--- src/rtl/lsu_pkg.sv ---
// Shared definitions for the load/store unit: access-size codes, FSM states
// and the latched request record.
package lsu_pkg;

    localparam int unsigned XLEN = 32;
    localparam int unsigned OP_W = 4;
    localparam int unsigned F3_W = 3;

    localparam logic [F3_W-1:0] LSU_B  = 3'b000;
    localparam logic [F3_W-1:0] LSU_H  = 3'b001;
    localparam logic [F3_W-1:0] LSU_W  = 3'b010;
    localparam logic [F3_W-1:0] LSU_BU = 3'b100;
    localparam logic [F3_W-1:0] LSU_HU = 3'b101;

    typedef enum logic [2:0] {
        IDLE,
        LOAD,
        RMW_RD,
        STORE,
        RESP
    } lsu_state_t;

    typedef struct packed {
        logic            is_store;
        logic [F3_W-1:0] funct3;
        logic [1:0]      offset;
        logic [XLEN-1:0] wdata;
    } lsu_req_t;

endpackage

--- src/rtl/lsu_lane_align.sv ---
// Combinational lane logic: load extract/extend, store byte/half merge, and
// detection of misaligned or illegal accesses.
module lsu_lane_align
    import lsu_pkg::*;
(
    input  logic            is_store,
    input  logic [F3_W-1:0] funct3,
    input  logic [1:0]      offset,
    input  logic [XLEN-1:0] mem_word,
    input  logic [XLEN-1:0] wdata,
    output logic [XLEN-1:0] load_data_c,
    output logic [XLEN-1:0] merge_data_c,
    output logic            err_c
);

    logic [7:0]  byte_lane;
    logic [15:0] half_lane;
    logic        illegal;
    logic        misaligned;

    always_comb begin
        case (offset)
            2'd0:    byte_lane = mem_word[7:0];
            2'd1:    byte_lane = mem_word[15:8];
            2'd2:    byte_lane = mem_word[23:16];
            default: byte_lane = mem_word[31:24];
        endcase
        half_lane = offset[1] ? mem_word[31:16] : mem_word[15:0];
    end

    always_comb begin
        load_data_c = '0;
        case (funct3)
            LSU_B:   load_data_c = {{(XLEN-8){byte_lane[7]}}, byte_lane};
            LSU_BU:  load_data_c = {{(XLEN-8){1'b0}}, byte_lane};
            LSU_H:   load_data_c = {{(XLEN-16){half_lane[15]}}, half_lane};
            LSU_HU:  load_data_c = {{(XLEN-16){1'b0}}, half_lane};
            LSU_W:   load_data_c = mem_word;
            default: load_data_c = '0;
        endcase
    end

    // Merge keeps the untouched bytes of the word read back from memory.
    always_comb begin
        merge_data_c = mem_word;
        case (funct3)
            LSU_B: begin
                case (offset)
                    2'd0:    merge_data_c[7:0]   = wdata[7:0];
                    2'd1:    merge_data_c[15:8]  = wdata[7:0];
                    2'd2:    merge_data_c[23:16] = wdata[7:0];
                    default: merge_data_c[31:24] = wdata[7:0];
                endcase
            end
            LSU_H: begin
                if (offset[1]) merge_data_c[31:16] = wdata[15:0];
                else           merge_data_c[15:0]  = wdata[15:0];
            end
            LSU_W:   merge_data_c = wdata;
            default: merge_data_c = mem_word;
        endcase
    end

    always_comb begin
        if (is_store) begin
            illegal = !(funct3 == LSU_B || funct3 == LSU_H || funct3 == LSU_W);
        end else begin
            illegal = !(funct3 == LSU_B || funct3 == LSU_H || funct3 == LSU_W ||
                        funct3 == LSU_BU || funct3 == LSU_HU);
        end
        misaligned = ((funct3 == LSU_H || funct3 == LSU_HU) && offset[0]) ||
                     ((funct3 == LSU_W) && (offset != 2'b00));
        err_c = illegal || misaligned;
    end

endmodule

--- src/rtl/load_store_unit.sv ---
// RV32I load/store initiator for a word-addressed memory with combinational
// read; sub-word stores go through a read-modify-write sequence.
module load_store_unit
    import lsu_pkg::*;
#(
    parameter int unsigned ADDR_W = 32
) (
    input  logic              clk,
    input  logic              rst,
    input  logic              req_valid,
    output logic              req_ready,
    input  logic [OP_W-1:0]   req_op,
    input  logic [ADDR_W-1:0] req_addr,
    input  logic [XLEN-1:0]   req_wdata,
    output logic              resp_valid,
    input  logic              resp_ready,
    output logic [XLEN-1:0]   resp_rdata,
    output logic              resp_err,
    output logic              mem_we,
    output logic [ADDR_W-1:0] mem_a,
    output logic [XLEN-1:0]   mem_wd,
    input  logic [XLEN-1:0]   mem_rd
);

    lsu_state_t        state_q, state_d;
    lsu_req_t          req_q, req_d;
    lsu_req_t          align_req;
    logic [ADDR_W-1:0] mem_a_q, mem_a_d;
    logic [XLEN-1:0]   mem_wd_q, mem_wd_d;
    logic [XLEN-1:0]   resp_rdata_q, resp_rdata_d;
    logic              mem_we_q, mem_we_d;
    logic              resp_valid_q, resp_valid_d;
    logic              resp_err_q, resp_err_d;
    logic              req_ready_q, req_ready_d;
    logic [XLEN-1:0]   load_data_c;
    logic [XLEN-1:0]   merge_data_c;
    logic              align_err_c;

    // In IDLE the lane logic looks at the live request to classify it;
    // afterwards it works on the latched copy.
    always_comb begin
        if (state_q == IDLE) begin
            align_req.is_store = req_op[3];
            align_req.funct3   = req_op[2:0];
            align_req.offset   = req_addr[1:0];
            align_req.wdata    = req_wdata;
        end else begin
            align_req = req_q;
        end
    end

    lsu_lane_align u_lane_align (
        .is_store     (align_req.is_store),
        .funct3       (align_req.funct3),
        .offset       (align_req.offset),
        .mem_word     (mem_rd),
        .wdata        (align_req.wdata),
        .load_data_c  (load_data_c),
        .merge_data_c (merge_data_c),
        .err_c        (align_err_c)
    );

    always_comb begin
        state_d      = state_q;
        req_d        = req_q;
        mem_a_d      = mem_a_q;
        mem_wd_d     = mem_wd_q;
        resp_rdata_d = resp_rdata_q;
        resp_err_d   = resp_err_q;

        case (state_q)
            IDLE: begin
                if (req_valid && req_ready_q) begin
                    req_d        = align_req;
                    resp_rdata_d = '0;
                    resp_err_d   = 1'b0;
                    if (align_err_c) begin
                        resp_err_d = 1'b1;
                        state_d    = RESP;
                    end else begin
                        mem_a_d = {req_addr[ADDR_W-1:2], 2'b00};
                        if (!align_req.is_store) begin
                            state_d = LOAD;
                        end else if (align_req.funct3 == LSU_W) begin
                            mem_wd_d = req_wdata;
                            state_d  = STORE;
                        end else begin
                            state_d = RMW_RD;
                        end
                    end
                end
            end
            LOAD: begin
                resp_rdata_d = load_data_c;
                state_d      = RESP;
            end
            RMW_RD: begin
                mem_wd_d = merge_data_c;
                state_d  = STORE;
            end
            STORE: begin
                state_d = RESP;
            end
            RESP: begin
                if (resp_ready) state_d = IDLE;
            end
            default: begin
                state_d = IDLE;
            end
        endcase

        // Status outputs are pure functions of the next state, so each one
        // is a flop that tracks the state register exactly.
        mem_we_d     = (state_d == STORE);
        resp_valid_d = (state_d == RESP);
        req_ready_d  = (state_d == IDLE);
    end

    always_ff @(posedge clk or posedge rst) begin
        if (rst) begin
            state_q      <= IDLE;
            req_q        <= '0;
            mem_a_q      <= '0;
            mem_wd_q     <= '0;
            resp_rdata_q <= '0;
            resp_err_q   <= 1'b0;
            mem_we_q     <= 1'b0;
            resp_valid_q <= 1'b0;
            req_ready_q  <= 1'b1;
        end else begin
            state_q      <= state_d;
            req_q        <= req_d;
            mem_a_q      <= mem_a_d;
            mem_wd_q     <= mem_wd_d;
            resp_rdata_q <= resp_rdata_d;
            resp_err_q   <= resp_err_d;
            mem_we_q     <= mem_we_d;
            resp_valid_q <= resp_valid_d;
            req_ready_q  <= req_ready_d;
        end
    end

    assign req_ready  = req_ready_q;
    assign resp_valid = resp_valid_q;
    assign resp_rdata = resp_rdata_q;
    assign resp_err   = resp_err_q;
    assign mem_we     = mem_we_q;
    assign mem_a      = mem_a_q;
    assign mem_wd     = mem_wd_q;

endmodule

--- config.mk ---
export PLATFORM = sky130hd
export DESIGN_NAME = load_store_unit
export DESIGN_NICKNAME = d
export VERILOG_FILES = /design/src/rtl/lsu_pkg.sv /design/src/rtl/lsu_lane_align.sv /design/src/rtl/load_store_unit.sv
export SDC_FILE = /design/constraint.sdc
export NUM_CORES = 1
export LEC_CHECK = 0
export ABC_AREA = 1
export ABC_CLOCK_PERIOD_IN_PS = 6810
export CORE_MARGIN = 2
export CORE_UTILIZATION = 25
export DETAILED_ROUTE_END_ITERATION = 10
export PLACE_DENSITY = 0.49
export SETUP_SLACK_MARGIN = 0.1
export SLEW_MARGIN = 20
export SYNTH_ARGS = -nofsm -noshare
export SYNTH_HDL_FRONTEND = slang
export SYNTH_SLANG_ARGS = --single-unit
--- constraint.sdc ---
create_clock -name clk -period 6.81 [get_ports clk]
set_clock_uncertainty 0.15 [all_clocks]
set_input_delay 1.7025 -clock clk [delete_from_list [all_inputs] [get_ports clk]]
set_output_delay 1.7025 -clock clk [all_outputs]
set_load 0.05 [all_outputs]
==> results of run 1 <==
state kept, by name, summed over array words and instances, names as in the netlist:
| signal | count |
|---|---|
| resp_valid | 1 |
| mem_a | 30 |
| resp_rdata | 32 |
| mem_we | 1 |
| req_ready | 1 |
| mem_wd | 32 |
| req_q | 38 |
| state_q | 3 |
| resp_err | 1 |
worst max-delay path, cell delays in order:
cell             delay, ps
clkdlybuf4s50_1        480
nand3b_2               240
nand2_2                490
nor2_1                 830
nand2_1                220
nand3_2                420
nand3_1                180
nand2_1                100
nand2_1                 50
cell usage after synthesis (all sizes together):
library cell / number
nand2: 615
dfrtp: 138
nor2: 104
nand3: 78
inv: 76
o21ai: 64
a21oi: 47
buf: 36
clkbuf: 27
o211ai: 17
nand4: 14
nand3b: 11
a22oi: 6
clkinv: 1
conb: 1
dfstp: 1
o22ai: 1
or4: 1
cell type report:
cell class | count | area (µm²) | area share, %
Tap cell | 442 | 553 | 4.94
Sequential cell | 139 | 3480 | 31.1
Multi-Input combinational cell | 960 | 4160 | 37.1
Timing Repair Buffer | 208 | 2060 | 18.4
Clock buffer | 21 | 460 | 4.11
Clock inverter | 11 | 183 | 1.63
Inverter | 77 | 294 | 2.63
layer usage:
layer | GRT usage (%) | wire length (µm)
met1 | 27.6 | 15400
met2 | 30.1 | 15200
met3 | 4.54 | 2370
met4 | 6.39 | 715
met5 | 0 | 0
cell usage in the layout (no fill, tap or decap):
cell type	count
o21ai_2	2
inv_1	67
o22ai_1	1
clkdlybuf4s50_1	201
inv_2	8
nor2_4	2
inv_8	1
bufinv_16	4
dfstp_2	1
o211ai_2	1
nand2_8	1
nand3_4	1
a22oi_1	6
clkbuf_8	2
nand3_1	76
nand3b_1	10
o21ai_1	11
conb_1	2
dfrtp_1	138
nor2_2	7
clkbuf_1	2
nand2_1	600
clkbuf_16	17
o211ai_1	16
clkinvlp_4	1
nand4_1	14
clkinv_1	1
nand2_4	3
nand3_2	1
nand2_2	11
inv_6	3
nand3b_2	1
or4_1	1
a21oi_1	47
nor2_1	94
buf_4	7
clkinv_4	3
nor2_8	1
o21ai_0	51
through the flow:
step / cell area, µm² / cells / worst slack [ps] / utilization [%] / hold slack [ps]
after detailed placement: 10500 / 1826 / 1510 / 32.4 / 309
final: 11200 / 1858 / 2240 / 34.4 / 320
after floorplan: 8260 / 1239 / 1230 / - / 292
after global placement: 10500 / 1826 / 1600 / 32.4 / 304
after global routing: 11200 / 1858 / 1990 / 34.4 / 342
after CTS: 11200 / 1858 / 1970 / 34.4 / 324
power by group through the flow:
stage | registers, µW | clock network [µW] | logic [µW]
after floorplan | 2320 | 0 | 1660
after global placement | 1430 | 0 | 3750
after detailed placement | 1430 | 0 | 3770
after CTS | 1420 | 1070 | 3780
after global routing | 1470 | 1100 | 4090
final | 1420 | 1050 | 3780
worst max path at each step:
stage | slack, ps | startpoint | endpoint
final | 2240 | req_addr[1] | resp_rdata[14]
after global routing | 1990 | req_op[2] | mem_wd[1]
after CTS | 1970 | req_addr[1] | mem_wd[2]
after detailed placement | 1510 | req_addr[1] | mem_wd[5]
after global placement | 1600 | req_addr[1] | mem_wd[3]
after floorplan | 1230 | rst | mem_a[10]
cells by family after synthesis:
logic type             synth area share (%)
and+or+nand+nor                        41.1
buffers and inverters                  7.66
DFF                                    42.2
AOI/OAI and AO/OA                      9.05
other                                0.0454
==> qor.yml, run 1 <==
power_and_ir_drop:
  peakVddDrop_v: 0.000242
  p_int_uw: 2900
  combPwrFrac_pct: 60.5
  powerDensity_nw_per_um2: 558
  switchingPower_uw: 3350
  power_uw: 6250
  swShare_pct: 53.5
  clockPowerShare_pct: 16.8
  p_leak_uw: 0.00559
  p_seq_share_pct: 22.7
sta:
  min_period_over_period_pct: 67.1
  min_period_ps: 4570
  hold_viol: 0
  fmax_mhz: 219
  max-slew-margin-rel_pct: 40.4
  setup_tns_ps: 0
  rsz0062_at_grt: "no"
  maxSlewViolCount: 0
  setup_viol: 0
  worstMarginPinSlew_ps: 894
grt:
  grtUsageTotal_pct: 19.8
  grt_pass1_wl_um: 50500
  grt_pass1_vias: 8305
  grt-ovfl-total: 0
  antenna_found_initial: 1
  grt_max_degree: 84
cts:
  ctsHoldBuffers: 0
  clk_pin_slew_ps: 60
  clockBufferDepth: 2
  root_buffer: "clkbuf_16"
  cts_sinks: 139
  cts_repair_resize_count: 0
  clk_latency_ps: 440
  cts-buffers-inserted: 17
  cts_setup_buffers: 0
  htreeDepth: 4
  cts_tree: "yes"
layout:
  diodes: 0
  drive_gt1_share_pct: 5.51
  area_growth_pct: 35.6
  final_nets: 1507
  fillCellCount: 3557
die:
  die_area_um2: 34500
  die_y_um: 186
  die_w_um: 186
  core_area_um2: 32500
  start_util_pct: 25.4
  num_rows: 66
  io_pins: 204
yosys:
  seq_area_frac_synth_pct: 42.2
  ys_seq_elements: 139
  synth_cell_types: 35
  yosysWarnings: 0
  synthTopCellsByArea: "dfrtp_1, nand2_1, nand3_1"
  syn_avg_cell_area_um2: 6.67
  yosysTopAreaCell: "dfrtp_1"
  synth_top_area_share_pct: 41.8
  synthCells: 1238
  netlist_area_um2: 8250
critical_path:
  reg2reg_to: "resp_rdata[14]"
  regToRegStartpoint: "state_q[0]"
  cp.required_ps: 6970
  path_max_fanout: 42
  critPathLaunchType: "input port"
  reg2reg_depth: 10
  critPathKind: "input port to flop"
  arrival_ps: 4730
  r2r_slack_ps: 2890
  end_kind: "flop"
status:
  status: "complete, no violations"
routing:
  dr.pass1.iters: 5
  dr_total_vias: 8658
  routed_wl_um: 33700
  drt_iter0_drc: 833
  wl_per_cell_um: 18.2
  vias_per_cell: 4.66
  drcViolationCount: 0
  drtAntennaViolNets: 0
hold_path:
  worst_hold_path.num_cells: 2
  worstHoldStart: "mem_a[2]"
  holdPathEnd: "mem_a[2]"
  hold_path.class: "flop to flop"
placement:
  portBuffers: 201
  place.gp.congestion: 0.948
  hpwl_um: 24700
run:
  cap_violations: 0
Note: power is estimated with default switching activity, not from simulation.
==> run 2: changes to the inputs <==
--- a/config.mk
+++ b/config.mk
@@ -6,7 +6,7 @@
 export NUM_CORES = 1
 export LEC_CHECK = 0
 export ABC_AREA = 1
-export ABC_CLOCK_PERIOD_IN_PS = 6810
+export ABC_CLOCK_PERIOD_IN_PS = 4400
 export CORE_MARGIN = 2
 export CORE_UTILIZATION = 25
 export DETAILED_ROUTE_END_ITERATION = 10
==> constraint.sdc (replaced) <==
create_clock -name clk -period 4.4 [get_ports clk]
set_clock_uncertainty 0.15 [all_clocks]
set_input_delay 1.1 -clock clk [delete_from_list [all_inputs] [get_ports clk]]
set_output_delay 1.1 -clock clk [all_outputs]
set_load 0.05 [all_outputs]
==> run 2 against run 1 <==
  * First-iteration DRC count decreased by 8.3%
  * Non-clock buffer count increased by 14
  * Utilization increased by 0.22 points
  * Sequential cell count unchanged
  * Setup slack got worse by 1300 ps
  * Count of clock-buffer cells in the layout decreased by 3
  * Final cell count increased by 0.75%
  * Global-route usage decreased by 0.38 points
  * Register-to-register slack got worse by 1900 ps
  * Power increased by 53%
  * Largest cell class unchanged
==> qor.yml, run 2 (synthesis results as in run 1) <==
sta:
  setup_viol: 0  # unchanged
  rsz0062_at_grt: "no"  # unchanged
  min_period_over_period_pct: 77.8
  maxSlewViolCount: 0  # unchanged
  fmax_mhz: 292
  hold_viol: 0  # unchanged
  worstMarginPinSlew_ps: 800  # was 894 ps
  min_period_ps: 3420
  max-slew-margin-rel_pct: 46.5  # was 40.4%
  setup_tns_ps: 0  # unchanged
layout:
  diodes: 0  # unchanged
  largest_reg_flops: 38  # unchanged
  final_cell_mix: "nand2_1, clkdlybuf4s50_1, dfrtp_1"  # unchanged
  drive_gt1_share_pct: 6.57  # was 5.51%
  area_growth_pct: 36.5  # was 35.6%
  final_common_cell: "nand2_1"  # unchanged
  final_nets: 1521  # was 1507
  top_register: "req_q"  # unchanged
  fillCellCount: 3562  # was 3557
  stdcell_count: 1872  # was 1858
hold_path:
  hold_path.class: "flop to flop"  # unchanged
  worst_hold_path.num_cells: 2  # unchanged
routing:
  dr.pass1.iters: 5  # unchanged
  dr_total_vias: 8777  # was 8658
  drcViolationCount: 0  # unchanged
  vias_per_cell: 4.69  # was 4.66
  drt_iter0_drc: 764  # was 833
  routed_wl_um: 33400  # was 33700 µm
  drtAntennaViolNets: 0  # unchanged
  wl_per_cell_um: 17.8  # was 18.2 µm
die:
  num_rows: 66  # unchanged
  io_pins: 204  # unchanged
  start_util_pct: 25.4  # unchanged
  die_y_um: 186  # unchanged
  die_w_um: 186  # unchanged
  die_area_um2: 34500  # unchanged
  core_area_um2: 32500  # unchanged
cts:
  cts_setup_buffers: 0  # unchanged
  clk_pin_slew_ps: 70  # was 60 ps
  cts-buffers-inserted: 17  # unchanged
  cts_sinks: 139  # unchanged
  cts_repair_resize_count: 0  # unchanged
  cts_tree: "yes"  # unchanged
  root_buffer: "clkbuf_16"  # unchanged
  htreeDepth: 4  # unchanged
  ctsHoldBuffers: 0  # unchanged
  clockBufferDepth: 2  # unchanged
  clk_latency_ps: 430  # was 440 ps
critical_path:
  cp.required_ps: 4570  # was 6970 ps
  path_buf_inv: 1  # unchanged
  cp_common_cell: "nand2_1"  # unchanged
  cpMaxStageDelayCell: "nor2_1"  # unchanged
  critPathLaunchType: "input port"  # unchanged
  path_cells: "clkdlybuf4s50_1 -> nand3b_2 -> nand2_2 -> nor2_1 -> nand2_1 -> nand3_2 -> nand3_1 -> nand2_1 -> nand2_1"  # unchanged
  path_depth: 9  # unchanged
  reg2reg_depth: 11  # was 10
  path_max_fanout: 24  # was 42
  cp_top_family: "simple AND/OR/NAND/NOR gates"  # unchanged
  arrival_ps: 3600  # was 4730 ps
  end_kind: "flop"  # unchanged
  critPathKind: "input port to flop"  # unchanged
  crit_path_max_incr_delay_ps: 660  # was 830 ps
power_and_ir_drop:
  peakVddDrop_v: 0.000352  # was 0.000242 V
  p_leak_uw: 0.00563  # was 0.00559 µW
  powerDensity_nw_per_um2: 847  # was 558 nW/µm²
run:
  cap_violations: 0  # unchanged
grt:
  grt-ovfl-total: 0  # unchanged
  grt_pass1_wl_um: 50100  # was 50500 µm
  grtUsageTotal_pct: 19.4  # was 19.8%
  antenna_found_initial: 0  # was 1
  grt_pass1_vias: 8240  # was 8305
  grt_max_degree: 66  # was 84
placement:
  place.gp.congestion: 0.970  # was 0.948
  portBuffers: 201  # unchanged
  placed_cells: 1840  # was 1826
  hpwl_um: 24600  # was 24700 µm
status:
  status: "complete, no violations"  # unchanged
## run 2: changes by cell type in the layout (fill, tap and decap cells not counted)
cell	change
inv_6	+1
bufinv_16	-3
nand2_4	-1
clkbuf_1	-2
nand2_2	+1
clkinvlp_4	+2
buf_4	+12
inv_8	+3
buf_12	+2
clkbuf_8	-1
## run 2: routing by layer
layer  share of wire [%]  track usage, %  wire, µm
met4                 2.5            6.46       845
met5                   0               0         0
met2                  45            29.7     14900
met1                  46            27.8     15300
met3                 7.0            2.95      2330
## run 2: where the power goes
part	internal (µW)	switching (µW)	total [µW]
clock network	819	663	1480
logic	1690	4170	5860
registers	1870	327	2190
## run 2: through the flow
step / utilization [%] / hold WS [ps] / worst slack [ps] / area, µm² / power, µW
2_1_floorplan: - / 292 / 1420 / 8260 / 6160
3_3_place_gp: 32.8 / 304 / 659 / 10700 / 8040
3_5_place_dp: 32.8 / 308 / 595 / 10700 / 8060
4_1_cts: 34.6 / 323 / 1040 / 11300 / 9580
5_1_grt: 34.6 / 342 / 774 / 11300 / 10200
6_report: 34.6 / 321 / 977 / 11300 / 9540
## run 2: final timing paths
check / start / end / slack [ps]
max: req_addr[1] / resp_rdata[9] / 980
min: mem_a[3] / mem_a[3] / 320
max reg2reg: state_q[0] / resp_rdata[9] / 990
min reg2reg: mem_a[3] / mem_a[3] / 320
max in group asynchronous: rst / req_q[35] / 2300
min in group asynchronous: rst / req_q[17] / 990
## run 2: worst min-delay path: cells and delay by family, from the launching register on
family / cells / cell delay (ps)
flip-flops: 1 / 340
AND/OR/NAND/NOR: 2 / 100
## run 2: final cells by class
type,instances,area [µm²],area share [%]
multi-input cells,960,4150,36.9
well taps,442,553,4.91
clock buffers,18,439,3.90
flip-flops and latches,139,3480,30.9
repair buffers,222,2190,19.5
clock inverters,14,151,1.34
inverters,77,293,2.60
==> run 3: changes to the inputs <==
--- a/config.mk
+++ b/config.mk
@@ -6,11 +6,11 @@
 export NUM_CORES = 1
 export LEC_CHECK = 0
 export ABC_AREA = 1
-export ABC_CLOCK_PERIOD_IN_PS = 4400
+export ABC_CLOCK_PERIOD_IN_PS = 3100
 export CORE_MARGIN = 2
 export CORE_UTILIZATION = 25
 export DETAILED_ROUTE_END_ITERATION = 10
-export PLACE_DENSITY = 0.49
+export PLACE_DENSITY = 0.51
 export SETUP_SLACK_MARGIN = 0.1
 export SLEW_MARGIN = 20
 export SYNTH_ARGS = -nofsm -noshare
==> constraint.sdc (replaced) <==
create_clock -name clk -period 3.1 [get_ports clk]
set_clock_uncertainty 0.15 [all_clocks]
set_input_delay 0.775 -clock clk [delete_from_list [all_inputs] [get_ports clk]]
set_output_delay 0.775 -clock clk [all_outputs]
set_load 0.05 [all_outputs]
==> run 3 against run 2 <==
  * Setup slack lost 670 ps
  * Power is 45% higher
  * Utilization increased by 0.70 points
  * First-iteration DRC count increased by 29%
  * Critical path depth grew 4
  * Die area is the same
  * Sequential power up 42%
  * Count of clock-buffer cells in the layout grew 3
  * Wire length is 0.65% higher
  * Combinational power increased by 47%
  * Largest power group unchanged
==> qor.yml, run 3 (synthesis results as in run 1) <==
sta:
  rsz0062_at_grt: "no"  # unchanged
  maxSlewViolCount: 0  # unchanged
  hold_viol: 0  # unchanged
  max-slew-margin-rel_pct: 57.4  # was 46.5%
  setup_tns_ps: 0  # unchanged
  min_period_over_period_pct: 90.0
  worstMarginPinSlew_ps: 639  # was 800 ps
  min_period_ps: 2790
  whs_ps: 319  # was 321 ps
  fmax_mhz: 358
  setup_viol: 0  # unchanged
critical_path:
  path_buf_inv: 1  # unchanged
  path_max_fanout: 31  # was 24
  crit_path_max_incr_delay_ps: 460  # was 660 ps
  critPathKind: "flop to flop"  # was input port to flop
  critPathLaunchType: "flop"  # was input port
  cp-startpoint: "state_q[0]"  # was req_addr[1]
  arrival_ps: 2960  # was 3600 ps
  path_cells: "nor2_8 -> nand2_8 -> nand2_2 -> nand2_2 -> nand2_2 -> nand2_2 -> nand2_4 -> nand2_1 -> nand2_2 -> buf_12 -> nor2_1 -> nand2_1 -> nand2_1"  # was clkdlybuf4s50_1 -> nand3b_2 -> nand2_2 -> nor2_1 -> nand2_1 -> nand3_2 -> nand3_1 -> nand2_1 -> nand2_1
  cpMaxStageDelayCell: "dfrtp_1"  # was nor2_1
  cp_top_family: "simple AND/OR/NAND/NOR gates"  # unchanged
  end_kind: "flop"  # unchanged
  regToRegStartpoint: "state_q[0]"  # unchanged
  cp.required_ps: 3270  # was 4570 ps
  cp_common_cell: "nand2_2"  # was nand2_1
routing:
  drt_iter0_drc: 985  # was 764
  routed_wl_um: 33600  # was 33400 µm
  dr.pass1.iters: 5  # unchanged
  drcViolationCount: 0  # unchanged
  dr_total_vias: 8771  # was 8777
  vias_per_cell: 4.63  # was 4.69
  drtAntennaViolNets: 0  # unchanged
  wl_per_cell_um: 17.7  # was 17.8 µm
cts:
  cts_setup_buffers: 0  # unchanged
  cts_repair_resize_count: 0  # unchanged
  root_buffer: "clkbuf_16"  # unchanged
  htreeDepth: 4  # unchanged
  cts-buffers-inserted: 17  # unchanged
  clk_pin_slew_ps: 60  # was 70 ps
  cts_sinks: 139  # unchanged
  ctsHoldBuffers: 0  # unchanged
  cts_tree: "yes"  # unchanged
  clockBufferDepth: 2  # unchanged
  clk_latency_ps: 430  # about the same
die:
  core_area_um2: 32500  # unchanged
  num_rows: 66  # unchanged
  io_pins: 204  # unchanged
  die_area_um2: 34500  # unchanged
  start_util_pct: 25.4  # unchanged
  die_w_um: 186  # unchanged
  die_y_um: 186  # unchanged
layout:
  final_cell_mix: "nand2_1, clkdlybuf4s50_1, dfrtp_1"  # unchanged
  final_common_cell: "nand2_1"  # unchanged
  drive_gt1_share_pct: 7.92  # was 6.57%
  final_nets: 1543  # was 1521
  area_growth_pct: 39.3  # was 36.5%
  largest_reg_flops: 38  # unchanged
  top_register: "req_q"  # unchanged
  diodes: 0  # unchanged
grt:
  grt-ovfl-total: 0  # unchanged
  antenna_found_initial: 1  # was 0
  grt_max_degree: 66  # unchanged
  grt_pass1_vias: 8333  # was 8240
  grt_pass1_wl_um: 50700  # was 50100 µm
  grtUsageTotal_pct: 19.7  # was 19.4%
placement:
  portBuffers: 201  # unchanged
  hpwl_um: 25100  # was 24600 µm
  place.gp.congestion: 0.952  # was 0.970
run:
  cap_violations: 0  # unchanged
hold_path:
  hold_path.class: "flop to flop"  # unchanged
  worstHoldStart: "mem_a[23]"  # was mem_a[3]
status:
  status: "complete, no violations"  # unchanged
power_and_ir_drop:
  peakVddDrop_v: 0.000502  # was 0.000352 V
  p_leak_uw: 0.00575  # was 0.00563 µW
  powerDensity_nw_per_um2: 1210  # was 847 nW/µm²
-- run 3: changes by cell type in the layout (fill, tap and decap cells not counted), moves of 2 or more --
cell and delta:
buf_12 +4, buf_4 +18, clkbuf_8 +2, inv_6 -2, inv_8 -3
-- run 3: path summary, 6_finish.rpt --
kind,end,slack [ps],cells after the start
worst max-delay path,mem_wd[19],310,13
worst min-delay path,mem_a[23],320,2
worst max register to register,mem_wd[19],310,13
worst min register to register,mem_a[23],320,2
max in group asynchronous,mem_a[5],1450,3
min in group asynchronous,mem_wd[19],590,2
-- run 3: area by class of cell --
| cell class | instances | area (µm²) |
|---|---|---|
| flip-flops and latches | 139 | 3480 |
| multi-input cells | 960 | 4150 |
| clock inverters | 11 | 134 |
| well taps | 442 | 553 |
| repair buffers | 244 | 2410 |
| fillers | 3578 | 21000 |
| inverters | 77 | 293 |
| clock buffers | 21 | 470 |
-- run 3: power by group --
group | internal, µW | switching (µW)
clock | 1260 | 897
combinational | 2640 | 5960
sequential | 2650 | 466
total | 6550 | 7320
-- run 3: through the flow --
stage	area (µm²)	setup WS, ps	cells	util, %	power, µW
2_1_floorplan	8260	441	1239	-	8740
3_3_place_gp	10900	136	1862	33.5	11700
3_5_place_dp	10900	113	1862	33.5	11700
4_1_cts	11500	323	1894	35.3	13900
5_1_grt	11500	149	1894	35.3	14800
6_report	11500	309	1894	35.3	13900
-- run 3: per-layer routing --
layer | wire [µm] | track usage (%)
met5 | 13 | 0
met4 | 1240 | 8.31
met3 | 2250 | 4.46
met2 | 14900 | 29.8
met1 | 15100 | 27.0
-- run 3: worst register-to-register path, delay by kind of cell, from the launching register on --
kind | cells | cell delay [ps]
buffers and inverters | 1 | 240
flip-flops | 1 | 460
AND/OR/NAND/NOR | 12 | 1840
